$ cat src/rtl/switch_conditioner.sv
// rtl/switch_conditioner.sv - two-flop synchronizer and per-channel debouncer with edge strobes
module switch_conditioner #(
    parameter int WIDTH           = 2,
    parameter int DEBOUNCE_CYCLES = 500000,
    parameter int CNT_W           = $clog2(DEBOUNCE_CYCLES + 1)
) (
    input  logic             clk,
    input  logic             reset,
    input  logic [WIDTH-1:0] raw,
    output logic [WIDTH-1:0] clean,
    output logic [WIDTH-1:0] rise,
    output logic [WIDTH-1:0] fall,
    output logic             changed
);

    localparam logic [CNT_W-1:0] CNT_MAX = CNT_W'(DEBOUNCE_CYCLES - 1);

    logic [WIDTH-1:0] s1;
    logic [WIDTH-1:0] s2;
    logic [CNT_W-1:0] cnt     [WIDTH];
    logic [CNT_W-1:0] cnt_nxt [WIDTH];
    logic [WIDTH-1:0] clean_nxt;
    logic [WIDTH-1:0] rise_nxt;
    logic [WIDTH-1:0] fall_nxt;
    logic             changed_nxt;

    // A channel's counter only runs while its synchronized level disagrees with
    // the accepted level; any agreement restarts the debounce window from zero.
    always_comb begin
        clean_nxt = clean;
        rise_nxt  = '0;
        fall_nxt  = '0;
        for (int i = 0; i < WIDTH; i++) begin
            cnt_nxt[i] = '0;
            if (s2[i] != clean[i]) begin
                if (cnt[i] == CNT_MAX) begin
                    clean_nxt[i] = s2[i];
                    rise_nxt[i]  = s2[i];
                    fall_nxt[i]  = ~s2[i];
                end else begin
                    cnt_nxt[i] = cnt[i] + CNT_W'(1);
                end
            end
        end
        changed_nxt = |(rise_nxt | fall_nxt);
    end

    always_ff @(posedge clk or negedge reset) begin
        if (!reset) begin
            s1      <= '0;
            s2      <= '0;
            clean   <= '0;
            rise    <= '0;
            fall    <= '0;
            changed <= 1'b0;
            for (int i = 0; i < WIDTH; i++) begin
                cnt[i] <= '0;
            end
        end else begin
            s1      <= raw;
            s2      <= s1;
            clean   <= clean_nxt;
            rise    <= rise_nxt;
            fall    <= fall_nxt;
            changed <= changed_nxt;
            for (int i = 0; i < WIDTH; i++) begin
                cnt[i] <= cnt_nxt[i];
            end
        end
    end

endmodule

$ cat config.mk
export PLATFORM = sky130hd
export DESIGN_NAME = switch_conditioner
export DESIGN_NICKNAME = d
export VERILOG_FILES = /design/src/rtl/switch_conditioner.sv
export SDC_FILE = /design/constraint.sdc
export NUM_CORES = 1
export LEC_CHECK = 0
export ABC_AREA = 1
export CORE_MARGIN = 1
export CORE_UTILIZATION = 47
export CTS_BUF_LIST = sky130_fd_sc_hd__clkbuf_4 sky130_fd_sc_hd__clkbuf_8 sky130_fd_sc_hd__clkbuf_16
export CTS_CLUSTER_DIAMETER = 120
export DETAILED_ROUTE_END_ITERATION = 10
export DONT_BUFFER_PORTS = 1
export PLACE_DENSITY_LB_ADDON = 0.25
export SETUP_SLACK_MARGIN = 0.4
export SLEW_MARGIN = 20
export SYNTH_ARGS = -nofsm -noshare
export SYNTH_HDL_FRONTEND = slang
export SYNTH_SLANG_ARGS = --single-unit
$ cat constraint.sdc
create_clock -name clk -period 1.55 [get_ports clk]
set_clock_uncertainty 0.1 [all_clocks]
set_input_delay 0.465 -clock clk [delete_from_list [all_inputs] [get_ports clk]]
set_output_delay 0.465 -clock clk [all_outputs]
set_load 0.03 [all_outputs]
==> results of run 1 <==
sequential cells by signal, summed over array words and instances (netlist names):
register	flops
changed	1
clean	2
cnt	38
fall	2
rise	2
s1	2
s2	2
how the worst max path moves through the flow:
| stage | slack, ps | to | cells after the start |
|---|---|---|---|
| after detailed placement | 90 | changed | 6 |
| after global placement | 110 | changed | 6 |
| after CTS | 70 | cnt[18] | 8 |
| after floorplan | 170 | cnt[14] | 8 |
| after global routing | -50 | cnt[10] | 7 |
| final | 40 | cnt[4] | 7 |
cell usage after synthesis, drive strengths merged:
cell / number
nand3: 28
buf: 1
or2: 1
a21oi: 2
inv: 36
nand2: 78
xor2: 12
nand3b: 2
nor2: 98
o22ai: 1
and2: 1
clkinv: 1
nor3b: 2
nand4: 4
dfrtp: 49
o21ai: 5
ha: 2
xnor2: 4
o21bai: 5
nor3: 7
final cells by class:
| cell class | instances | area (sq um) |
|---|---|---|
| Fill cell | 406 | 1740 |
| Clock inverter | 3 | 26.3 |
| Sequential cell | 49 | 1240 |
| Multi-Input combinational cell | 252 | 1730 |
| Tap cell | 72 | 90.1 |
| Inverter | 37 | 161 |
| Timing Repair Buffer | 51 | 459 |
| Clock buffer | 5 | 68.8 |
metrics by stage:
| stage | util | instances |
|---|---|---|
| 4_1_cts | 0.615 | 456 |
| 5_1_grt | 0.685 | 469 |
| 2_1_floorplan | - | 339 |
| 3_3_place_gp | 0.525 | 419 |
| 6_report | 0.685 | 469 |
| 3_5_place_dp | 0.525 | 419 |
cell usage in the layout (no fill, tap or decap), types with 5 or more instances in the layout:
cell type  instances
dfrtp_2           10
nor2_2            20
inv_1             26
nand3_2           10
nand2_4            9
buf_4             33
nand2_2           16
nand2_1           53
nand3_1           12
dfrtp_1           39
nor2_4            19
buf_6             17
inv_2              5
clkbuf_8           5
nor2_1            58
nand3_4            6
xor2_1            10
timing repair:
item	in CTS	in global routing
hold endpoints to repair	49	49
cloned	0	0
setup endpoints to repair	51	52
resized for setup	48	73
pin swaps	36	30
buffers inserted	29	13
critical path: cells and delay by family, from the launching register on:
family | cells | cell delay [ps]
AND/OR/NAND/NOR | 3 | 340
XOR/XNOR | 1 | 100
buffers and inverters | 2 | 270
adder cells (fa/ha/maj) | 1 | 210
flip-flops | 1 | 380
layer usage:
layer | track usage | up-vias | wire length, microns | part of all wire
li1 | - | 1167 | - | -
met1 | 0.322 | 1174 | 3140 | 0.46
met2 | 0.344 | 65 | 3290 | 0.48
met3 | 0.0388 | 12 | 314 | 0.046
met4 | 0.0830 | 0 | 114 | 0.017
met5 | 0 | - | 0 | 0
cells by family (layout without fill, tap and decap cells):
kind of cell / count (synthesis) / in the layout / synth area share
and+or+nand+nor: 221 / 221 / 0.396
DFF: 49 / 49 / 0.459
xor gates and xnor gates: 16 / 16 / 0.0524
AOI/OAI and AO/OA: 13 / 13 / 0.0295
adders and majority gates: 2 / 2 / 0.00936
buffers and inverters: 38 / 96 / 0.0538
report_power, final:
part,internal (mW),switching [mW]
clock network,0.329,0.487
logic,0.0780,0.0785
registers,1.29,0.0166
==> results.ini, run 1 <==
[detailed_routing]
wl_per_cell_microns=14.6
first_pass_iters=5
drc=0
viasPerCell=5.16
drt-total-wl_microns=6850
postRouteAntennaNets=0
drt_iter0_markers=133
vias=2418

[timing]
setup_tns_ps=0
holdWs_ps=-269
rsz0062_at_grt=true
slew_headroom=0.809
finalMaxSlewViolations=0
fmaxAchievable_mhz=662
period_needed_ps=1510
hold_viol=49
period_share=0.974
worst_pin_slew_ps=286
fin_ws_ps=40.0
finalSetupViolCount=0

[critical_path]
crit_path_cell_trace=ha_2, nand2_2, nor2_4, buf_4, buf_4, xnor2_1, nor2_1
r2r-end=cnt[4]
regToRegStartpoint=cnt[1]
start_kind=flip-flop
crit_start=cnt[1]
crit_type=reg2reg
crit_arrival_ps=1620
endpoint_kind=flip-flop
cpMostUsedCell=buf_4
cp_max_fo=6
critical-path-max-stage-delay_ps=380
crit_slowest_cell=dfrtp_1
cp.required_ps=1660
rr_worst_depth=7
r2r_slack_ps=40

[yosys]
syn_avg_cell_area_sq_um=7.88
yosysUniqueCellTypes=31
yosysTopAreaCell=dfrtp_1
synth_seq_cells=49
syn-num-nets=345
ys_top_cells_by_area=dfrtp_1 (46%), nor2_1 (12%), nand2_1 (9.4%)
yosysWarningCount=0
syn_inst=339
yosysTopAreaCellShare=0.459
synth_area_sq_um=2670
ys_seq_area_frac=0.459

[placement]
place_area_sq_um=2890
gp_congestion=0.893
numPortBuffers=0
pre_cts_ws_ps=87.4
dp.final_hpwl_microns=3990

[power_and_ir_drop]
max-vdd-ir-drop_mv=0.471
p_per_area_nw_per_um2=606
leakage_nw=1.66
power_mw=2.28

[grt]
grt_max_degree=50
first_global_vias=2350
grt-ovfl-total=0
grtUsageTotal=0.226
antenna_found_initial=0
grt_pass1_wl_microns=10700

[die]
start_util=0.485
num_io_pins=11
fp.dieArea_sq_um=5990
fp.dieH_microns=77.4
num_rows=27
core-area_sq_um=5510
die_x_microns=77.4

[clock_tree]
insertion_delay_ps=320
cts_tree=yes
numCtsBuffers=5
htreeDepth=2
clk_path_buf_depth=2
clk_pin_slew_worst_paths_ps=100
cts.sinks=49
root_buffer=clkbuf_8

[min_path]
hp-class=in2async

[cells_and_area]
drive_above_1_share=0.448
nets=402
areaGrowthSynthToFinish_pct=41.1
design_area_sq_um=3770
n_antenna_cell=0

[outcome]
violations=negative hold slack
outcome=finished with violations

[flow_run]
cap_violations=0

No activity file was read; power rests on OpenSTA's default activity.
==> run 2, diff against run 1 <==
==> constraint.sdc (replaced) <==
create_clock -name clk -period 1.8 [get_ports clk]
set_clock_uncertainty 0.1 [all_clocks]
set_input_delay 0.54 -clock clk [delete_from_list [all_inputs] [get_ports clk]]
set_output_delay 0.54 -clock clk [all_outputs]
set_load 0.03 [all_outputs]
==> run 2 against run 1 <==
Effect of this change: worst hold slack better by 79 ps; register-to-register slack improved by 290 ps; clock power is 14% lower; critical path depth down 6; largest cell class unchanged; non-clock buffer count fell by 21; sequential share of layout area is 3.5 points higher; the flow still finishes with violations (negative hold slack); wire length is 4.8% lower; first-iteration DRC count down 6.8%.
==> results.ini, run 2 (synthesis results as in run 1) <==
[cells_and_area]
stdcell_count=448
mostFrequentLayoutCells=nand2_1 (61), nor2_1 (59), dfrtp_1 (30)
nets=381
n_antenna_cell=0
final_common_cell=nand2_1
areaGrowthSynthToFinish_pct=28.8
drive_above_1_share=0.378
largest_reg_flops=38
top_register=cnt

[timing]
finalMaxSlewViolations=0
worst_pin_slew_ps=236
rsz0062_at_grt=true
period_needed_ps=1500
period_share=0.835
holdWs_ps=-189
fmaxAchievable_mhz=666
slew_headroom=0.842
hold_viol=49
setup_tns_ps=0
finalSetupViolCount=0

[detailed_routing]
vias=2287
dr_wl_met2_microns=3180
wl_per_cell_microns=14.6
highest_layer=met4
wl_met1_microns=2970
first_pass_iters=4
drc=0
postRouteAntennaNets=0
wl_met3_microns=244
drt-total-wl_microns=6520
viasPerCell=5.10
drt_iter0_markers=124

[clock_tree]
numCtsBuffers=5
htreeDepth=2
insertion_delay_ps=310
clk_pin_slew_worst_paths_ps=90
cts.sinks=49
root_buffer=clkbuf_8
clk_path_buf_depth=2
cts_tree=yes

[critical_path]
critical-path-max-stage-delay_ps=410
path_buf_inv=1
crit_end=clean[0]
crit_type=reg2out
cp.required_ps=1160
cp_max_fo=3
crit_start=clean[0]
crit_arrival_ps=860
crit_slowest_cell=dfrtp_1
rr_worst_depth=6
start_kind=flip-flop
r2r-end=clean[1]
endpoint_kind=output port
regToRegStartpoint=clean[1]
crit_path_cell_trace=buf_6
worst-path-stages=1
cpLargestDelayFamily=flip-flops
r2r_slack_ps=330

[placement]
dp.final_hpwl_microns=4070
numPortBuffers=0
dp_cells=413
gp_congestion=0.859

[grt]
first_global_vias=2162
grtUsageTotal=0.221
grt_max_degree=50
grt-ovfl-total=0
grt_pass1_wl_microns=10200
antenna_found_initial=0

[outcome]
outcome=finished with violations
violations=negative hold slack

[min_path]
hp-class=in2async

[die]
die_x_microns=77.4
num_io_pins=11
num_rows=27
core-area_sq_um=5510
start_util=0.485
fp.dieArea_sq_um=5990
fp.dieH_microns=77.4

[power_and_ir_drop]
max-vdd-ir-drop_mv=0.293
leakage_nw=1.47
p_per_area_nw_per_um2=558

[flow_run]
cap_violations=0

==> run 2: cell count changes in the layout (fill, tap and decap cells not counted), sizes merged <==
cell / before / now
buf: 51 / 30
clkinv: 1 / 3
clkinvlp: 2 / 0
clkbuf: 5 / 6
inv: 37 / 36
==> run 2: repair_timing <==
action                     in CTS  in global routing
hold endpoints to repair       49                 49
resized for setup              29                 71
buffers inserted                9                 18
pin swaps                      15                 23
setup endpoints to repair      44                 48
==> run 2: worst min path at each step <==
| stage | end | slack (ps) | depth (start not counted) |
|---|---|---|---|
| detailed placement | cnt[35] | 150 | 0 |
| floorplan | changed | 140 | 0 |
| global placement | cnt[29] | 150 | 0 |
| finish | cnt[35] | -190 | 0 |
| CTS | cnt[35] | -200 | 0 |
| global route | cnt[28] | -200 | 0 |
==> run 2: per-stage QoR <==
step           setup slack [ps]  hold WS [ps]  area, sq um   util  power [mW]
4_1_cts                     279          -195         3040  0.553        1.91
2_1_floorplan               406           144         2670      -        1.18
5_1_grt                     242          -204         3440  0.625        1.99
6_report                    297          -189         3440  0.625        1.92
3_3_place_gp                160           145         2780  0.505        1.20
3_5_place_dp                168           145         2780  0.505        1.20
==> run 2: layout make-up <==
type                            count  area [sq um]
Timing Repair Buffer               30           256
Clock inverter                      2          13.8
Fill cell                         445          2060
Inverter                           37           144
Clock buffer                        6          82.6
Multi-Input combinational cell    252          1610
Tap cell                           72          90.1
Sequential cell                    49          1250
==> run 2: routing by layer <==
layer,vias up,global-route usage
met5,-,0
met4,0,0.0868
met3,13,0.0471
met2,40,0.341
met1,1104,0.304
li1,1130,-
==> run 2: where the power goes <==
part	internal (mW)	total [mW]	switching (mW)
clock	0.312	0.702	0.390
sequential	1.11	1.13	0.0156
combinational	0.0408	0.0900	0.0492
==> run 3, diff against run 2 <==
==> constraint.sdc (replaced) <==
create_clock -name clk -period 1.5 [get_ports clk]
set_clock_uncertainty 0.1 [all_clocks]
set_input_delay 0.45 -clock clk [delete_from_list [all_inputs] [get_ports clk]]
set_output_delay 0.45 -clock clk [all_outputs]
set_load 0.03 [all_outputs]
==> run 3 against run 2 <==
Effect of this change: the flow finishes with violations (negative hold slack, negative setup slack); non-clock buffer count grew 19; first-iteration DRC count is 25% lower; critical path depth increased by 6; worst setup slack got worse by 350 ps; wire length is 11% higher; die area is the same; via count is 6.4% higher; sequential cell count unchanged; critical endpoint is now cnt[8].
==> results.ini, run 3 (synthesis results as in run 1) <==
[outcome]
outcome=finished with violations
violations=negative hold slack, negative setup slack

[clock_tree]
numCtsBuffers=5
clk_pin_slew_worst_paths_ps=100
cts.sinks=49
insertion_delay_ps=320
clk_path_buf_depth=2
cts_tree=yes
htreeDepth=2
root_buffer=clkbuf_8

[power_and_ir_drop]
switching_share=0.258
p_per_area_nw_per_um2=640
max-vdd-ir-drop_mv=0.838
p_int_mw=1.78
leakage_nw=1.67
p_sw_mw=0.619
comb_power_share=0.073
p_seq_frac=0.566
pwr-share-clk=0.361

[detailed_routing]
wl_per_cell_microns=15.5
drc=0
vias=2433
drt-total-wl_microns=7260
viasPerCell=5.21
postRouteAntennaNets=0
first_pass_iters=4
drt_iter0_markers=93

[die]
core-area_sq_um=5510
fp.dieH_microns=77.4
num_rows=27
die_x_microns=77.4
fp.dieArea_sq_um=5990
start_util=0.485
num_io_pins=11

[critical_path]
rr_worst_depth=7
r2r_slack_ps=-60
cp_max_fo=6
path_buf_inv=1
start_kind=flip-flop
cpMostUsedCell=nand2_4
crit_arrival_ps=1670
endpoint_kind=flip-flop
critical-path-max-stage-delay_ps=420
crit_start=cnt[0]
r2r-end=cnt[8]
regToRegStartpoint=cnt[0]
cp.required_ps=1610
crit_type=reg2reg
worst-path-stages=7
crit_end=cnt[8]
cpLargestDelayFamily=simple AND/OR/NAND/NOR gates
crit_path_cell_trace=ha_4, nand2_4, nor2_4, nand2_4, buf_4, xor2_1, nor2_1
crit_slowest_cell=dfrtp_1

[placement]
dp.final_hpwl_microns=4320
gp_congestion=0.868
pre_cts_ws_ps=7.07
numPortBuffers=0

[grt]
grt-ovfl-total=0
grt_max_degree=50
grt_pass1_wl_microns=11000
first_global_vias=2369
grtUsageTotal=0.236
antenna_found_initial=0

[min_path]
hp-class=in2async

[cells_and_area]
top_register=cnt
areaGrowthSynthToFinish_pct=40.2
mostFrequentLayoutCells=nor2_1 (59), nand2_1 (56), dfrtp_1 (39)
drive_above_1_share=0.428
final_common_cell=nor2_1
largest_reg_flops=38
n_antenna_cell=0
nets=400
fillers=405

[timing]
rsz0062_at_grt=true
period_share=1.04
worst_pin_slew_ps=291
hold_viol=49
slew_headroom=0.806
holdWs_ps=-285
setup_tns_ps=-251
period_needed_ps=1560
finalMaxSlewViolations=0
fin_ws_ps=-56.3
finalSetupViolCount=11
fmaxAchievable_mhz=643

[flow_run]
cap_violations=0

-- run 3: layout make-up --
type                       count  area [sq um]  share of cell area
multi-input combinational    252          1710               0.458
sequential                    49          1240               0.331
timing repair buffer          49           447               0.119
inverter                      37           159              0.0424
tap                           72          90.1              0.0240
clock buffer                   5          68.8              0.0184
clock inverter                 3          28.8             0.00768
-- run 3: power by group through the flow --
stage	clock network [mW]	registers (mW)	logic, mW
floorplan	0	1.38	0.0513
global placement	0	1.38	0.0814
detailed placement	0	1.38	0.0828
CTS	0.885	1.35	0.116
global route	0.936	1.36	0.187
finish	0.864	1.36	0.175
-- run 3: worst min path at each step --
stage | depth (start not counted) | slack [ps] | end
floorplan | 0 | 50 | changed
global placement | 0 | 60 | cnt[26]
detailed placement | 0 | 60 | cnt[2]
CTS | 0 | -290 | cnt[7]
global route | 0 | -300 | cnt[36]
finish | 0 | -280 | cnt[16]
-- run 3: layer usage --
metal,track usage,share of wire
met1,0.294,0.40
met2,0.403,0.53
met3,0.0494,0.050
met4,0.0830,0.023
met5,0,0
-- run 3: repair_timing --
| item | 4_1_cts | 5_1_grt |
|---|---|---|
| gates cloned | 0 | 1 |
| setup endpoints to repair | 52 | 52 |
| pin swaps | 35 | 31 |
| buffers inserted | 21 | 14 |
| hold endpoints to repair | 49 | 49 |
| gates resized for setup | 60 | 57 |
-- run 3: through the flow --
step	instances	hold WS (ps)	area (sq um)	total power [mW]	utilization
floorplan	339	54.4	2740	1.43	-
global placement	423	57.8	2920	1.46	0.530
detailed placement	423	57.1	2920	1.46	0.530
CTS	452	-289	3370	2.35	0.612
global route	467	-303	3750	2.48	0.680
finish	467	-285	3750	2.40	0.680
==> RTL change 1: new RTL, config.mk and constraints of run 1 <==
`DEBOUNCE_CYCLES`: 500000 -> 2000000.
--- a/src/rtl/switch_conditioner.sv
+++ b/src/rtl/switch_conditioner.sv
@@ -1,7 +1,7 @@
 // rtl/switch_conditioner.sv - two-flop synchronizer and per-channel debouncer with edge strobes
 module switch_conditioner #(
     parameter int WIDTH           = 2,
-    parameter int DEBOUNCE_CYCLES = 500000,
+    parameter int DEBOUNCE_CYCLES = 2000000,
     parameter int CNT_W           = $clog2(DEBOUNCE_CYCLES + 1)
 ) (
     input  logic             clk,
Function: same outputs for any inputs over 10 cycles, from zero or initial values and one cycle with reset low; that may be too few to reach the edited logic, so the function may still have changed.
==> RTL change 1 against run 1 <==
The flow finishes with violations (hold timing, setup timing); power grew 4.7%; synthesized area grew 1.9%; setup slack lost 0.12 ns; final area grew 5.9%; largest cell class unchanged; synthesized cell count grew 1.8%; routed wire length grew 14%; hold slack lost 0.012 ns; sequential cell count grew 4; largest power group unchanged.
==> RTL change 1: results (changes against run 1) <==
global_routing:
  track_usage: 0.230  # +0.00471
  grt_pass1_wl_um: 10900  # +2.1%
  grt_pass1_vias: 2399  # +2.1%
  grt_max_degree: 54  # +8.0%
timing:
  finalHoldViolCount: 53  # +8.2%
  hold_ws_ns: -0.281  # -0.0121 ns
  setup_tns_ns: -0.0872  # -0.0872 ns
  finalWorstSetupSlack_ns: -0.0786  # -0.119 ns
  final-setup-viol-count: 2  # +2
pwr:
  powerClk_mw: 0.840  # +2.9%
  internal_power_mw: 1.79  # +5.2%
  p_leak_nw: 1.72  # +3.6%
setup_path:
  crit_arrival_ns: 1.74  # +0.12 ns
  r2r_end: "cnt[29]"
  critical_path.startpoint: "cnt[22]"
yosys:
  yosys-top-cells-area: "dfrtp_1, nor2_1, nand2_1"
  ys_seq_area_frac: 0.487  # +0.0283
  synth_fp_nets: 351  # +1.7%
  synth_top_cells_by_count: "nor2_1, nand2_1, dfrtp_1"
run_status:
  status: "finished, violations left"
  violations: "hold timing, setup timing"
placement:
  place_congestion: 0.893  # about the same
  dpl.hpwl_um: 4080  # +2.3%
  placed_area_um2: 2930  # +1.5%
drt:
  drt-initial-drc-count: 154  # +16%
  drtPass1Iterations: 4  # -1
  viasPerCell: 5.33  # +3.3%
finish:
  largest_reg_flops: 42  # +11%
  drive_gt1_frac: 0.449  # +0.000666
[RTL change 1: cell types whose count changed after synthesis, moves of 6 or more]
cell / delta
inv_1: +9
nand2_1: -6
nor2_2: -6
nand3_1: +10
[RTL change 1: cell type report]
class	instances	share of cell area
inverter	42	0.0414
multi-input combinational	249	0.442
timing repair buffer	60	0.132
clock inverter	3	0.00658
tap	72	0.0226
sequential	53	0.338
clock buffer	5	0.0172
[RTL change 1: repair_timing]
item | CTS | global route
hold endpoints to repair | 53 | 53
buffers inserted | 13 | 36
cloned | 1 | 0
setup endpoints to repair | 55 | 56
resized for setup | 65 | 86
pin swaps | 29 | 27
[RTL change 1: kinds of logic (layout without fill, tap and decap cells)]
logic type / after synthesis / count (layout) / share of synthesized area
compound gates: 13 / 13 / 0.0248
buf+inv: 44 / 110 / 0.0611
fa+ha+maj: 2 / 2 / 0.00919
flops: 53 / 53 / 0.487
simple gates: 211 / 212 / 0.347
xor+xnor: 22 / 22 / 0.0708
[RTL change 1: how the worst max path moves through the flow]
stage	endpoint	slack [ns]
6_report	cnt[29]	-0.08
5_1_grt	cnt[29]	-0.12
4_1_cts	clean[0]	0.02
3_5_place_dp	cnt[10]	-0.03
3_3_place_gp	cnt[10]	-0.005
2_1_floorplan	clean[0]	0.18
[RTL change 1: metal layers]
layer  global-route usage  wire length (um)
met1                0.274              3010
met2                0.418              4260
met5                    0                 0
met4               0.0815               276
met3               0.0384               239
[RTL change 1: stage by stage]
step                hold WS (ns)   util  std cells
finish                    -0.281  0.721        484
global placement          0.0723  0.529        426
detailed placement        0.0721  0.529        426
global route              -0.294  0.721        484
floorplan                 0.0694      -        345
CTS                       -0.281  0.611        448
==> RTL change 2: new RTL, flow settings as in run 1 <==
Without the edit above. Remove the register `fall`: a continuous assignment takes its place, so the output `fall` follows one clock earlier.
--- a/src/rtl/switch_conditioner.sv
+++ b/src/rtl/switch_conditioner.sv
@@ -51,7 +51,6 @@
             s2      <= '0;
             clean   <= '0;
             rise    <= '0;
-            fall    <= '0;
             changed <= 1'b0;
             for (int i = 0; i < WIDTH; i++) begin
                 cnt[i] <= '0;
@@ -61,7 +60,6 @@
             s2      <= s1;
             clean   <= clean_nxt;
             rise    <= rise_nxt;
-            fall    <= fall_nxt;
             changed <= changed_nxt;
             for (int i = 0; i < WIDTH; i++) begin
                 cnt[i] <= cnt_nxt[i];
@@ -69,5 +67,7 @@
         end
     end
 
+    assign fall = fall_nxt;
+
 endmodule
 
Check against the original RTL: same outputs for any inputs over 10 cycles, from zero or initial values and one cycle with reset low; that may be too few to reach the edited logic, so the function may still have changed.
==> RTL change 2 against run 1 <==
Sequential cell count is 2 lower; register-to-register slack worse by 0.17 ns; routed wire length is 16% higher; final area is 4.9% higher; hold slack better by 0.0032 ns; largest cell class unchanged; critical path depth stayed put; first-iteration DRC count is 56% higher; count of clock-buffer cells in the layout stayed put; the run ends with hold timing, setup timing left; setup slack worse by 0.62 ns; synthesized area is 1.9% lower; die area is 1.8% lower; power is 4.5% lower.
==> RTL change 2: results (changes against run 1) <==
timing:
  hold_ws_ns: -0.265  # +0.00319 ns
  finalWorstSetupSlack_ns: -0.582  # -0.622 ns
  finalHoldViolCount: 47  # -4.1%
  final-setup-viol-count: 12  # +12
  worst_pin_slew_ns: 0.246  # -0.0402 ns
setup_path:
  r2r_end: "cnt[35]"
  rrSetupSlack_ns: -0.13  # -0.17 ns
  reg2reg_from: "cnt[19]"
  cp_top_family: "simple AND/OR/NAND/NOR gates"
yosys:
  yosys-top-cells-area: "dfrtp_1, nor2_1, nand2_1"
  synth_top_cells_by_count: "nor2_1, nand2_1, dfrtp_1"
  synthAdderAreaFrac: 0.00954  # +0.000179
run_status:
  violations: "hold timing, setup timing"
  status: "finished, violations left"
pwr:
  p_sw_frac: 0.250  # -0.00512
  irDropWorstVdd_uv: 606  # +29%
placement:
  placed_area_um2: 3210  # +11%
clock_network:
  cts_resized: 61  # +27%
finish:
  final-nonclk-buf-share: 0.177  # +0.0554
  fillers: 307  # -24%
  areaGrowthSynthToFinish_pct: 50.8
  drive_gt1_frac: 0.463  # +0.0148
  seq_area_frac: 0.299  # -0.0295
global_routing:
  grt_max_degree: 48  # -4.0%
  gr-usage-met3: 0.0417  # +0.00284
drt:
  wl_met1_um: 3280  # +4.5%
  drt-initial-drc-count: 207  # +56%
## RTL change 2: cell types whose count changed after synthesis, sizes merged
cell	change
dfrtp	-2
## RTL change 2: per-stage QoR
step / setup WS (ns) / utilization / hold slack (ns)
4_1_cts: -0.544 / 0.697 / -0.266
3_5_place_dp: -0.290 / 0.613 / 0.0700
5_1_grt: -0.654 / 0.755 / -0.276
2_1_floorplan: -0.256 / - / 0.0694
3_3_place_gp: -0.250 / 0.613 / 0.0701
6_report: -0.582 / 0.755 / -0.265
## RTL change 2: worst reg2reg max path, stage by stage (launching register included)
cell and delay, ns:
dfrtp_1 0.43, ha_4 0.16, inv_2 0.06, nor2_4 0.15
buf_4 0.13, buf_6 0.12, nand2_8 0.07, nor2_4 0.15
nand2_2 0.06, nor2_1 0.10, nor2_1 0.06
